## src/rtl/uart_pkg.sv

```systemverilog
// -----------------------------------------------------------------------------
// uart_pkg
// Shared types and defaults for the UART blocks (transmitter now, receiver
// later).
//   parity_e   : parity mode selector (NONE / ODD / EVEN)
//   tx_state_e : transmit framer FSM states
//   UART_DEFAULT_OVERSAMPLE, UART_DEFAULT_DATA_BITS : default parameter values
// -----------------------------------------------------------------------------
package uart_pkg;

   typedef enum logic [1:0] {
      PARITY_NONE,
      PARITY_ODD,
      PARITY_EVEN
   } parity_e;

   typedef enum logic [2:0] {
      TX_IDLE,
      TX_START,
      TX_DATA,
      TX_PARITY,
      TX_STOP
   } tx_state_e;

   localparam int UART_DEFAULT_OVERSAMPLE = 16;
   localparam int UART_DEFAULT_DATA_BITS  = 8;

endpackage : uart_pkg

```

## src/rtl/uart_bit_timer.sv

```systemverilog
// -----------------------------------------------------------------------------
// uart_bit_timer
// Oversample down-counter marking bit boundaries. The counter runs from
// OVERSAMPLE-1 down to 0 and reloads by itself, so one bit period lasts exactly
// OVERSAMPLE clk cycles. 'load' restarts the period so that a new frame lines
// up with the transfer edge. Intended to be shared with a future receiver.
// Ports:
//   clk      : oversample clock
//   rst      : asynchronous active-high reset (counter cleared to 0)
//   load     : restart a bit period on the next edge
//   bit_done : high during the final clk cycle of the current bit period
// -----------------------------------------------------------------------------
module uart_bit_timer
   import uart_pkg::*;
#(
   parameter int OVERSAMPLE = UART_DEFAULT_OVERSAMPLE
) (
   input  logic clk,
   input  logic rst,
   input  logic load,
   output logic bit_done
);

   localparam int            CW     = $clog2(OVERSAMPLE);
   localparam logic [CW-1:0] RELOAD = CW'(OVERSAMPLE - 1);

   if (OVERSAMPLE < 2) begin : g_bad_oversample
      $error("uart_bit_timer: OVERSAMPLE must be at least 2");
   end

   logic [CW-1:0] cnt;

   // NOTE: registers are written only with non-blocking assignments so every
   // flop samples the pre-edge value of every other flop.
   always_ff @(posedge clk or posedge rst) begin
      if (rst) begin
         cnt <= '0;
      end else if (load || (cnt == '0)) begin
         cnt <= RELOAD;
      end else begin
         cnt <= cnt - 1'b1;
      end
   end

   assign bit_done = (cnt == '0);

endmodule : uart_bit_timer

```

## src/rtl/uart_tx_framer.sv

```systemverilog
// -----------------------------------------------------------------------------
// uart_tx_framer
// Serialises one word per valid/ready handshake into an asynchronous frame:
// start bit (0), DATA_BITS data bits LSB first, optional parity bit, then
// STOP_BITS stop bits (1). Every bit lasts OVERSAMPLE clk cycles.
// ready is also raised in the last cycle of the final stop bit so that a
// waiting word follows with no idle gap.
//
// Build option: define UART_TX_FRAMER_PARITY_EN to compile in the parity state
// and parity generation. Without it the PARITY parameter is ignored (treated as
// NONE, with an elaboration warning if it asks for parity).
//
// Ports:
//   clk         : clock, OVERSAMPLE x bitrate
//   rst         : asynchronous active-high reset; aborts any frame in flight
//   data        : word to transmit, captured on the transfer edge
//   valid       : a word is offered
//   ready       : a word is accepted this cycle if valid is high
//   serial_data : line output, idle mark = 1
//   busy        : a frame is in progress
// -----------------------------------------------------------------------------
module uart_tx_framer
   import uart_pkg::*;
#(
   parameter int      DATA_BITS  = UART_DEFAULT_DATA_BITS,
   parameter int      OVERSAMPLE = UART_DEFAULT_OVERSAMPLE,
   parameter int      STOP_BITS  = 1,
   parameter parity_e PARITY     = PARITY_NONE
) (
   input  logic                 clk,
   input  logic                 rst,
   input  logic [DATA_BITS-1:0] data,
   input  logic                 valid,
   output logic                 ready,
   output logic                 serial_data,
   output logic                 busy
);

   // ---------------------------------------------------------------------------
   // Parameter checks
   // ---------------------------------------------------------------------------
   if (DATA_BITS < 5 || DATA_BITS > 9) begin : g_bad_data_bits
      $error("uart_tx_framer: DATA_BITS must be in 5..9");
   end
   if (OVERSAMPLE < 2 || OVERSAMPLE > 256) begin : g_bad_oversample
      $error("uart_tx_framer: OVERSAMPLE must be in 2..256");
   end
   if (STOP_BITS != 1 && STOP_BITS != 2) begin : g_bad_stop_bits
      $error("uart_tx_framer: STOP_BITS must be 1 or 2");
   end

`ifdef UART_TX_FRAMER_PARITY_EN
   localparam bit PAR_ON = (PARITY != PARITY_NONE);
`else
   if (PARITY != PARITY_NONE) begin : g_parity_ignored
      $warning("uart_tx_framer: parity support not compiled in, PARITY treated as NONE");
   end
`endif

   // Bit counter indexes data bits and, reused, stop bits.
   localparam int            BW        = $clog2(DATA_BITS + 1);
   localparam logic [BW-1:0] LAST_DATA = BW'(DATA_BITS - 1);
   localparam logic [BW-1:0] LAST_STOP = BW'(STOP_BITS - 1);

   tx_state_e            state;
   tx_state_e            state_next;
   logic [DATA_BITS-1:0] shreg;
   logic [BW-1:0]        bit_cnt;
   logic                 armed;
   logic                 bit_done;
   logic                 last_stop;
   logic                 xfer;
`ifdef UART_TX_FRAMER_PARITY_EN
   logic                 parity_bit;
`endif

   // ---------------------------------------------------------------------------
   // Bit timing
   // ---------------------------------------------------------------------------
   uart_bit_timer #(
      .OVERSAMPLE (OVERSAMPLE)
   ) u_bit_timer (
      .clk      (clk),
      .rst      (rst),
      .load     (xfer),
      .bit_done (bit_done)
   );

   // ---------------------------------------------------------------------------
   // Handshake
   // ---------------------------------------------------------------------------
   // 'armed' keeps ready low while rst is held and until the first edge after
   // release, even though the FSM already sits in IDLE.
   assign last_stop = (state == TX_STOP) && bit_done && (bit_cnt == LAST_STOP);
   assign ready     = armed && ((state == TX_IDLE) || last_stop);
   assign xfer      = valid && ready;
   assign busy      = (state != TX_IDLE);

   // ---------------------------------------------------------------------------
   // FSM: state register
   // ---------------------------------------------------------------------------
   always_ff @(posedge clk or posedge rst) begin
      if (rst) begin
         state <= TX_IDLE;
      end else begin
         state <= state_next;
      end
   end

   // ---------------------------------------------------------------------------
   // FSM: next state
   // ---------------------------------------------------------------------------
   // NOTE: every signal driven from always_comb gets a default first, so no
   // path through the block can leave it unassigned and infer a latch.
   always_comb begin
      state_next = state;
      unique case (state)
         TX_IDLE: begin
            if (xfer) state_next = TX_START;
         end
         TX_START: begin
            if (bit_done) state_next = TX_DATA;
         end
         TX_DATA: begin
            if (bit_done && (bit_cnt == LAST_DATA)) begin
`ifdef UART_TX_FRAMER_PARITY_EN
               state_next = PAR_ON ? TX_PARITY : TX_STOP;
`else
               state_next = TX_STOP;
`endif
            end
         end
`ifdef UART_TX_FRAMER_PARITY_EN
         TX_PARITY: begin
            if (bit_done) state_next = TX_STOP;
         end
`endif
         TX_STOP: begin
            if (xfer)           state_next = TX_START;
            else if (last_stop) state_next = TX_IDLE;
         end
         default: state_next = TX_IDLE;
      endcase
   end

   // ---------------------------------------------------------------------------
   // Line output, decoded from registered state only
   // ---------------------------------------------------------------------------
   always_comb begin
      serial_data = 1'b1;
      case (state)
         TX_START:  serial_data = 1'b0;
         TX_DATA:   serial_data = shreg[0];
`ifdef UART_TX_FRAMER_PARITY_EN
         TX_PARITY: serial_data = parity_bit;
`endif
         default:   serial_data = 1'b1;
      endcase
   end

   // ---------------------------------------------------------------------------
   // Datapath: shift register, bit counter, parity
   // ---------------------------------------------------------------------------
   // NOTE: the reset is asynchronous so the line returns to mark the moment
   // rst rises; this block holds only a few flops, so all of them are cleared.
   always_ff @(posedge clk or posedge rst) begin
      if (rst) begin
         shreg      <= '0;
         bit_cnt    <= '0;
         armed      <= 1'b0;
`ifdef UART_TX_FRAMER_PARITY_EN
         parity_bit <= 1'b0;
`endif
      end else begin
         armed <= 1'b1;
         if (xfer) begin
            shreg      <= data;
            bit_cnt    <= '0;
`ifdef UART_TX_FRAMER_PARITY_EN
            // Even: XOR of the word; odd: its inverse.
            parity_bit <= (^data) ^ (PARITY == PARITY_ODD);
`endif
         end else if (bit_done) begin
            case (state)
               TX_DATA: begin
                  shreg   <= shreg >> 1;
                  bit_cnt <= (bit_cnt == LAST_DATA) ? '0 : bit_cnt + 1'b1;
               end
               TX_STOP: begin
                  bit_cnt <= (bit_cnt == LAST_STOP) ? '0 : bit_cnt + 1'b1;
               end
               default: ;
            endcase
         end
      end
   end

endmodule : uart_tx_framer

```

## config.mk

```make
export PLATFORM = sky130hd
export DESIGN_NAME = uart_tx_framer
export DESIGN_NICKNAME = d
export VERILOG_FILES = /design/src/rtl/uart_pkg.sv /design/src/rtl/uart_bit_timer.sv /design/src/rtl/uart_tx_framer.sv
export SDC_FILE = /design/constraint.sdc
export NUM_CORES = 1
export LEC_CHECK = 0
export BUFFER_PORTS_ARGS = -buffer_cell sky130_fd_sc_hd__buf_2
export CORE_ASPECT_RATIO = 0.75
export CORE_MARGIN = 8
export CORE_UTILIZATION = 30
export DETAILED_ROUTE_END_ITERATION = 7
export SYNTH_ARGS = -nofsm -noshare
export SYNTH_HDL_FRONTEND = slang
export SYNTH_HIERARCHICAL = 1
export SYNTH_SLANG_ARGS = --single-unit
```

## constraint.sdc

```tcl
create_clock -name clk -period 4.92 [get_ports clk]
set_input_delay 0 -clock clk [delete_from_list [all_inputs] [get_ports clk]]
set_output_delay 0 -clock clk [all_outputs]
set_load 0.02 [all_outputs]
```

=== Yosys cells after proc, flatten, opt, wreduce, memory -nomap -nowiden ===
Cells that the tools add are included.
W data, S select, Z words.

* Register bits: 20
* Input port bits: 11
* Output and inout bits: 3
* Word-level logic and storage cells: 48

* Add/subtract/negate cells: 2
* Eq/ne operators: 8
* Muxes and demuxes: 16
* Reduce and logical (&&, ||, !) cells: 17

{| class="wikitable"
|+ Operator list
! cell !! number
|-
| $mux W8 || 3
|-
| $mux W4 || 5
|-
| $mux W3 || 5
|-
| $pmux W3 S4 || 1
|-
| $logic_not A4 Y1 || 2
|-
| $pmux W4 S2 || 1
|-
| $reduce_bool A3 Y1 || 2
|-
| $logic_and A1 B1 Y1 || 5
|-
| $add A4 B1 Y4 const B || 1
|-
| $eq A4 B3 Y1 const B || 1
|-
| $ne A2 B2 Y1 const B || 2
|-
| $reduce_and A2 Y1 || 2
|-
| $reduce_and A4 Y1 || 1
|-
| $reduce_bool A2 Y1 || 2
|-
| $sub A4 B1 Y4 const B || 1
|-
| $eq A3 B1 Y1 const B || 1
|-
| $eq A3 B2 Y1 const B || 1
|-
| $eq A3 B3 Y1 const B || 1
|-
| $logic_not A3 Y1 || 1
|-
| $ne A3 B2 Y1 const B || 1
|-
| $logic_or A1 B1 Y1 || 2
|-
| $ne A2 B1 Y1 const B || 1
|-
| $pmux W1 S2 || 1
|}

=== Logic depth before layout (Yosys ltp) ===
Gate-level depths: netlist (run 1).

* Word-level depth: 8
* Depth in mapped cells: 9

=== Cells and area by module ===
The synthesis (run 1) kept the hierarchy.

{| class="wikitable"
|+ By module, submodules not included
! module !! instances !! cells each !! area each (um^2) !! sequential area each (um^2)
|-
| uart_tx_framer || 1 || 88 || 935.9 || 400.4
|-
| uart_bit_timer || 1 || 18 || 198.9 || 100.1
|}

=== Worst setup path after synthesis (run 1) ===
OpenSTA, ideal clock, no wires.

* Path kind: reg2reg
* Start: reg u_bit_timer.cnt[0]
* End: reg bit_cnt[2]
* Library setup time: 0.121 ns
* Data arrival time: 2.046 ns
* Required time: 4.799 ns
* Path slack: 2.753 ns
* Stages on the path, launching flop included: 10
* Path through: dfrtp_1 inv_1 ha_1 nor3b_2 nand4bb_1 a2111o_1 buf_6 clkinv_8 o21bai_4 a22o_1

* Word-level cells in the longest chain between the ends: 8
* Elaborated cells on any way between the ends: 10
* Classes of those cells: mux: 1; reduce/logical: 9

{| class="wikitable"
|+ Ends and longest elaborated chain
! item !! line !! text
|-
| start: declaration || uart_bit_timer.sv:31 || <nowiki>logic [CW-1:0] cnt;</nowiki>
|-
| start signal: assignment || uart_bit_timer.sv:41 || <nowiki>cnt <= cnt - 1'b1;</nowiki>
|-
| $logic_not A4 Y1 (*) || uart_bit_timer.sv:45 || <nowiki>assign bit_done = (cnt == '0);</nowiki>
|-
| named net bit_done || uart_tx_framer.sv:70 || <nowiki>logic bit_done;</nowiki>
|-
| $logic_and A1 B1 Y1 (*) (2 in a row) || uart_tx_framer.sv:94 || <nowiki>assign last_stop = (state == TX_STOP) && bit_done && (bit_cnt == LAST_STOP);</nowiki>
|-
| $logic_or A1 B1 Y1 (*) || uart_tx_framer.sv:95 || <nowiki>assign ready = armed && ((state == TX_IDLE) || last_stop);</nowiki>
|-
| $logic_and A1 B1 Y1 (*) || uart_tx_framer.sv:95 ||
|-
| $logic_and A1 B1 Y1 (*) || uart_tx_framer.sv:96 || <nowiki>assign xfer = valid && ready;</nowiki>
|-
| named net xfer || uart_tx_framer.sv:72 || <nowiki>logic xfer;</nowiki>
|-
| $reduce_bool A3 Y1 (no source line) or $reduce_bool A2 Y1 (tied branches) || - ||
|-
| $reduce_and A2 Y1 (no source line) || - ||
|-
| end signal: assignment || uart_tx_framer.sv:187 || <nowiki>bit_cnt <= (bit_cnt == LAST_DATA) ? '0 : bit_cnt + 1'b1;</nowiki>
|-
| end signal: assignment || uart_tx_framer.sv:190 || <nowiki>bit_cnt <= (bit_cnt == LAST_STOP) ? '0 : bit_cnt + 1'b1;</nowiki>
|-
| end: declaration || uart_tx_framer.sv:68 || <nowiki>logic [BW-1:0] bit_cnt;</nowiki>
|}

Mark *: on every way through the listed nets, which the timed path passes. The rest lies on a longest branch.
A chain may end at the register's enable or synchronous reset.

=== Worst setup path after layout (run 1) ===
Ends and elaborated chain as after synthesis.

==> flow_metrics.tcl, run 1 <==
set metrics [dict create \
    status "complete, no violations" \
    fin_crit_ns 2.60 \
    seqPwrFrac_pct 42.9 \
    cts_tree "built" \
    maxCapViolations 0 \
    async_flop_share_pct 100 \
    avgSynthCellArea_um2 10.7 \
    dieArea_um2 6030 \
    nNetsFinal 135 \
    yosys.area.top_type "dfrtp_1" \
    grt_pass1_wl_mm 3.96 \
    synthSimpleGateAreaFrac_pct 19.4 \
    worst_slack_ns 2.32 \
    ys_warn_count 6 \
    synth_common_cells "dfrtp_1 (20), or3_1 (9), a21oi_1 (7), inv_1 (7), o221a_1 (7)" \
    finalSetupTns_ns 0 \
    netlist_instances 106 \
    setup-violations-final 0 \
    cts_inserted_buffers 3 \
    cts_resized 0 \
    cts_root_buffer "clkbuf_8" \
    io-pin-count 14 \
    initial_core_util_pct 31.2 \
    synth_fa_ha_area_share_pct 3.31 \
    combPwrFrac_pct 33.0 \
    min_path_type "primary input to flip-flop" \
    path_max_fanout 10 \
    cts.sinks 20 \
    track_usage_pct 8.12 \
    yosysMostFrequentCell "dfrtp_1" \
    synthDominantCellAreaShare_pct 44.1 \
    avgViaCountPerCell 4.78 \
    clock-skew-final_ns 0.00633 \
    power_leakage_nw 0.548 \
    grt_busiest_layer "met2" \
    grt_start_max_net_pins 17 \
    dp_cells 166 \
    met3_usage_pct 3.31 \
    area_growth_pct 15.5 \
    synth_xor_area_share_pct 0.772 \
    place_ws_ns 2.35 \
    yosys_most_used_dff "dfrtp_1" \
    critical_path_class "flip-flop to flip-flop" \
    grt-ovfl-total 0 \
    min_period_over_period_pct 52.9 \
    pwr-share-clk_pct 24.0 \
    hpwlAfterDp_mm 1.73 \
    synthTopCellsByArea "dfrtp_1 (44%), o221a_1 (6.9%), or3_1 (5.0%), ha_1 (3.3%), a21oi_1 (3.1%)" \
    peakVddDrop_v 0.000274 \
    firstDrtPassIters 4 \
    synth_edf_count 0 \
    portBuffers 13 \
    worstPathRequired_ns 5.07 \
    finalMaxSlewViolations 0 \
    drtIter0Drc 40 \
    synth_top_family_by_area "compound AO/OA/AOI/OAI gates" \
    num_rows 19 \
    n_antenna_cell 0 \
    p_per_area_nw_per_um2 519 \
    intPower_mw 0.455 \
    start_kind "flip-flop" \
    clk_path_buf_depth 2 \
    use_met2_pct 11.5 \
    netlist_area_um2 1130 \
    synth-seq-cells 20 \
    die-height_um 69.3 \
    insertion_delay_ns 0.26 \
    antenna_found_initial 0 \
    routed_wl_mm 2.29 \
    synth_nets 120 \
    fmax_mhz 384 \
    hold_viol_final 0 \
    ant_nets 0 \
    max_slew_margin_pct 57.5 \
    die-width_um 87.0 \
    ys_seq_area_share_pct 44.1 \
    clkTransAtPathRegs_ns 0.08 \
    fin_hold_ws_ns 0.0236 \
    drc_errors 0 \
    synthMuxAreaShare_pct 0 \
    switchingPower_mw 0.225 \
    wl_per_cell_um 13.3 \
    fin_cells 172 \
    worstPathArrival_ns 2.75 \
    synth-compound-area-share_pct 24.4 \
    vias 822 \
    critPathCaptureType "flip-flop" \
    fin_util_pct 36.1 \
    core_area_um2 3640 \
    gp_congestion 0.818 \
    switching_share_pct 33.1 \
    grt_pass1_vias 817 \
    use_met1_pct 11.5 \
    rsz0062_at_grt "false" \
    drive_gt1_share_pct 20.0 \
    worst_slew_pin_slew_ns 0.637 \
    ys_types 40 \
    htreeDepth 1 \
]
==> layout by cell type (no fill, tap or decap), drive strengths merged, types with 2 or more instances in the layout <==
cell,count
a21o,2
a21oi,7
a22o,2
buf,13
clkbuf,3
dfrtp,20
dlygate4sd3,2
ha,3
inv,7
nand2,6
nand2b,4
nand3b,2
nor2,6
o21ai,3
o21bai,4
o221a,7
or3,9
==> critical path: stages, from the launching register on <==
cell       delay [ns]
dfrtp_1          0.40
inv_1            0.08
ha_1             0.20
nor3b_2          0.45
nand4bb_1        0.23
a2111o_1         0.71
clkinv_8         0.14
o21bai_4         0.05
a22o_1           0.22
==> final cells by class <==
class	count	area (µm²)
Multi-Input combinational cell	73	547
Tap cell	52	65.1
Timing Repair Buffer	15	85.1
Sequential cell	20	500
Inverter	8	42.5
Clock inverter	1	30.0
Fill cell	352	2330
Clock buffer	3	41.3
==> stage by stage <==
step / power [mW] / area (µm²)
after floorplan: 0.463 / 1130
after global placement: 0.515 / 1220
after detailed placement: 0.518 / 1220
after CTS: 0.687 / 1310
after global routing: 0.736 / 1310
final: 0.681 / 1310
==> routing by layer <==
layer	share of wire, %	vias up
met5	0	-
met4	0.96	0
met3	6.2	2
met2	42	21
met1	50	380
li1	-	419
==> power by group through the flow <==
| stage | Clock, mW | Combinational [mW] | Sequential (mW) |
|---|---|---|---|
| 2_1_floorplan | 0 | 0.187 | 0.276 |
| 4_1_cts | 0.168 | 0.228 | 0.291 |
| 5_1_grt | 0.175 | 0.258 | 0.303 |
| 3_5_place_dp | 0 | 0.225 | 0.294 |
| 3_3_place_gp | 0 | 0.222 | 0.293 |
| 6_report | 0.163 | 0.225 | 0.292 |
==> cell families (layout without fill, tap and decap cells) <==
group | after synthesis | in the layout
flops | 20 | 20
simple gates | 36 | 36
xor+xnor | 1 | 1
other cells | 1 | 1
buf+inv | 13 | 27
compound gates | 32 | 32
fa+ha+maj | 3 | 3
==> repair_timing <==
action,4_1_cts,5_1_grt
hold buffers,2,0
setup buffers,0,0
endpoints found under the hold margin,21,0
endpoints found under the setup margin,0,0
==> flip-flops by register name (all words and copies together), names as in the netlist <==
name	count
bit_cnt	4
shreg	8
u_bit_timer/cnt	4
state	3
armed	1
==> final timing paths <==
| path | to | slack (ns) | depth (start not counted) | from |
|---|---|---|---|---|
| setup reg to reg | bit_cnt[2] | 2.32 | 8 | u_bit_timer/cnt[0] |
| hold / removal | shreg[2] | 0.02 | 2 | data[2] |
| max in group asynchronous | shreg[1] | 4.12 | 3 | rst |
| hold reg to reg | bit_cnt[3] | 0.54 | 1 | bit_cnt[3] |
| setup / recovery | bit_cnt[2] | 2.32 | 8 | u_bit_timer/cnt[0] |
| min in group asynchronous | u_bit_timer/cnt[3] | 0.17 | 3 | rst |
No activity file was read; power rests on OpenSTA's default activity.
==> run 2, diff against run 1 <==
Settings changed: ABC_AREA from default to 1.
Clock period 4.92 ns to 2.25 ns, I/O delays scaled along.
==> run 2 against run 1 <==
  * Die area rose by 0.87%
  * Clock-buffer cell count grew 1
  * Power increased by 110%
  * Critical path depth up 3
  * Sequential power grew 98%
  * Clock power up 65%
  * Critical path type unchanged
  * Sequential share of layout area down 2.2 points
  * First-iteration DRC count shrank 2.5%
  * Utilization is 2.0 points higher
==> flow_metrics.tcl, run 2 <==
set metrics [dict create \
    switchingPower_mw 0.557 \
    power_leakage_nw 0.704 \
    pwr-share-clk_pct 19.1 \
    yosys.area.top_type "dfrtp_1" \
    crit_path_frequent_cell "inv_1" \
    n_antenna_cell 0 \
    drtIter0Drc 39 \
    initial_core_util_pct 31.3 \
    regArea_um2 500 \
    clk_path_buf_depth 2 \
    max_slew_margin_pct 58.2 \
    finalSetupTns_ns 0 \
    finalPower_mw 1.41 \
    synth_edf_count 0 \
    ys_warn_count 6 \
    combPwrFrac_pct 40.0 \
    netlist_instances 143 \
    die-height_um 69.6 \
    critical_path_buf_inv_count 3 \
    cts.sinks 20 \
    multi_input_area_um2 537 \
    synthDominantCellAreaShare_pct 43.6 \
    synthTopCellsByArea "dfrtp_1 (44%), nand2_1 (8.8%), nor2_1 (8.2%), inv_1 (7.2%), ha_1 (3.3%)" \
    grt_start_max_net_pins 17 \
    reg_top3 "shreg (8), bit_cnt (4), u_bit_timer/cnt (4)" \
    netlist_area_um2 1150 \
    yosysMostFrequentCell "nand2_1" \
    antenna_found_initial 0 \
    min_period_over_period_pct 90.8 \
    nNetsFinal 182 \
    grt_pass1_vias 922 \
    p_per_area_nw_per_um2 1010 \
    io-pin-count 14 \
    avgViaCountPerCell 4.43 \
    max_stage_delay_ns 0.38 \
    layout_commonest_cell "nand2_1" \
    yosys_most_used_dff "dfrtp_1" \
    rsz0062_at_grt "false" \
    num_rows 19 \
    firstDrtPassIters 4 \
    synth-seq-cells 20 \
    worst_slew_pin_slew_ns 0.626 \
    ys_types 27 \
    routed_wl_mm 2.23 \
    maxCapViolations 0 \
    fmax_mhz 489 \
    insertion_delay_ns 0.26 \
    place_ws_ns 0.140 \
    finalMaxSlewViolations 0 \
    async_flop_share_pct 100 \
    portBuffers 13 \
    intPower_mw 0.855 \
    clock-skew-final_ns 0.00310 \
    worst_slack_ns 0.206 \
    synth_nets 157 \
    start_kind "flip-flop" \
    critical_path_class "flip-flop to flip-flop" \
    grt_pass1_wl_mm 4.04 \
    drive_gt1_share_pct 17.4 \
    wl_per_cell_um 10.2 \
    drc_errors 0 \
    cts_tree "built" \
    area_growth_pct 21.3 \
    post_cts_buffers 0 \
    fillCellCount 391 \
    htreeDepth 1 \
    core_area_um2 3660 \
    track_usage_pct 8.22 \
    seqPwrFrac_pct 40.9 \
    worstPathArrival_ns 2.18 \
    critPathSlowestCell "dfrtp_1" \
    status "complete, no violations" \
    top_register "shreg" \
    ant_nets 0 \
    path_cells "inv_1 -> ha_1 -> inv_1 -> or2_1 -> nor2_2 -> nand3_4 -> o21ai_2 -> nand3_2 -> buf_4 -> o211ai_1 -> nand2_1" \
    cts_root_buffer "clkbuf_8" \
    cts_inserted_buffers 3 \
    fin_crit_ns 2.04 \
    synth_common_cells "nand2_1 (27), nor2_1 (25), inv_1 (22)" \
    mostFrequentLayoutCells "nand2_1 (27), nor2_1 (24), inv_1 (22)" \
    switching_share_pct 39.5 \
    peakVddDrop_v 0.000420 \
    largest_reg_flops 8 \
    cp_top_family "simple AND/OR/NAND/NOR gates" \
    hpwlAfterDp_mm 1.79 \
    worstPathRequired_ns 2.39 \
    ys_seq_area_share_pct 43.6 \
    fin_hold_ws_ns 0.00223 \
    dieArea_um2 6080 \
    die-width_um 87.4 \
    critPathCaptureType "flip-flop" \
    min_path_type "primary input to flip-flop" \
    clkTransAtPathRegs_ns 0.07 \
    avgSynthCellArea_um2 8.02 \
    grt-ovfl-total 0 \
    hold_viol_final 0 \
    setup-violations-final 0 \
    path_max_fanout 11 \
    gp_congestion 0.758 \
    vias 970 \
]
-- run 2: metal layers --
metal	vias to the layer above	track usage, %	share of wire [%]
li1	506	-	-
met1	435	11.3	52
met2	24	11.1	41
met3	5	3.31	5.9
met4	0	2.85	1.2
met5	-	0	0
-- run 2: logic make-up after synthesis --
group / synth area share, %
other: 0.327
DFF: 43.6
AOI/OAI and AO/OA: 13.4
xor gates and xnor gates: 1.53
buffers and inverters: 9.81
adders and majority gates: 3.27
and+or+nand+nor: 28.0
-- run 2: cell type report --
| class | count | area share (%) |
|---|---|---|
| multi-input cells | 98 | 38.6 |
| flip-flops and latches | 20 | 36.0 |
| repair buffers | 22 | 10.6 |
| inverters | 23 | 6.21 |
| well taps | 52 | 4.68 |
| clock buffers | 4 | 3.96 |
-- run 2: path summary, 6_finish.rpt --
path                                          from  cells after the start  slack [ns]                  to
worst max register to register  u_bit_timer/cnt[0]                     11        0.21          bit_cnt[0]
min in group asynchronous                      rst                      3        0.17  u_bit_timer/cnt[0]
worst max-delay path            u_bit_timer/cnt[0]                     11        0.21          bit_cnt[0]
max in group asynchronous                      rst                      3        1.48          bit_cnt[2]
worst min register to register  u_bit_timer/cnt[0]                      1        0.43  u_bit_timer/cnt[0]
worst min-delay path                       data[2]                      3       0.002            shreg[2]
-- run 2: repair_timing --
action | CTS | global route
hold buffers | 6 | 0
endpoints found under the setup margin | 0 | 14
resized for setup | 0 | 1
endpoints found under the hold margin | 25 | 0
-- run 2: power groups by stage --
| stage | Sequential (mW) | Clock [mW] | Combinational (mW) |
|---|---|---|---|
| final | 0.577 | 0.269 | 0.565 |
| after global routing | 0.592 | 0.303 | 0.647 |
| after CTS | 0.578 | 0.286 | 0.573 |
| after global placement | 0.587 | 0 | 0.558 |
| after detailed placement | 0.584 | 0 | 0.564 |
| after floorplan | 0.564 | 0 | 0.448 |
-- run 2: per-stage QoR --
stage          cell area, µm²  util, %  instances
4_1_cts                  1390     37.9        219
3_3_place_gp             1270     34.8        209
3_5_place_dp             1270     34.8        209
6_report                 1390     38.0        219
5_1_grt                  1390     38.0        219
2_1_floorplan            1150        -        143
-- run 2: worst reg2reg max path, cell delays in order (launching register included) --
cell      delay, ns
dfrtp_1        0.38
inv_1          0.09
ha_1           0.16
inv_1          0.05
or2_1          0.22
nor2_2         0.17
nand3_4        0.13
o21ai_2        0.20
nand3_2        0.14
buf_4          0.20
o211ai_1       0.09
nand2_1        0.08
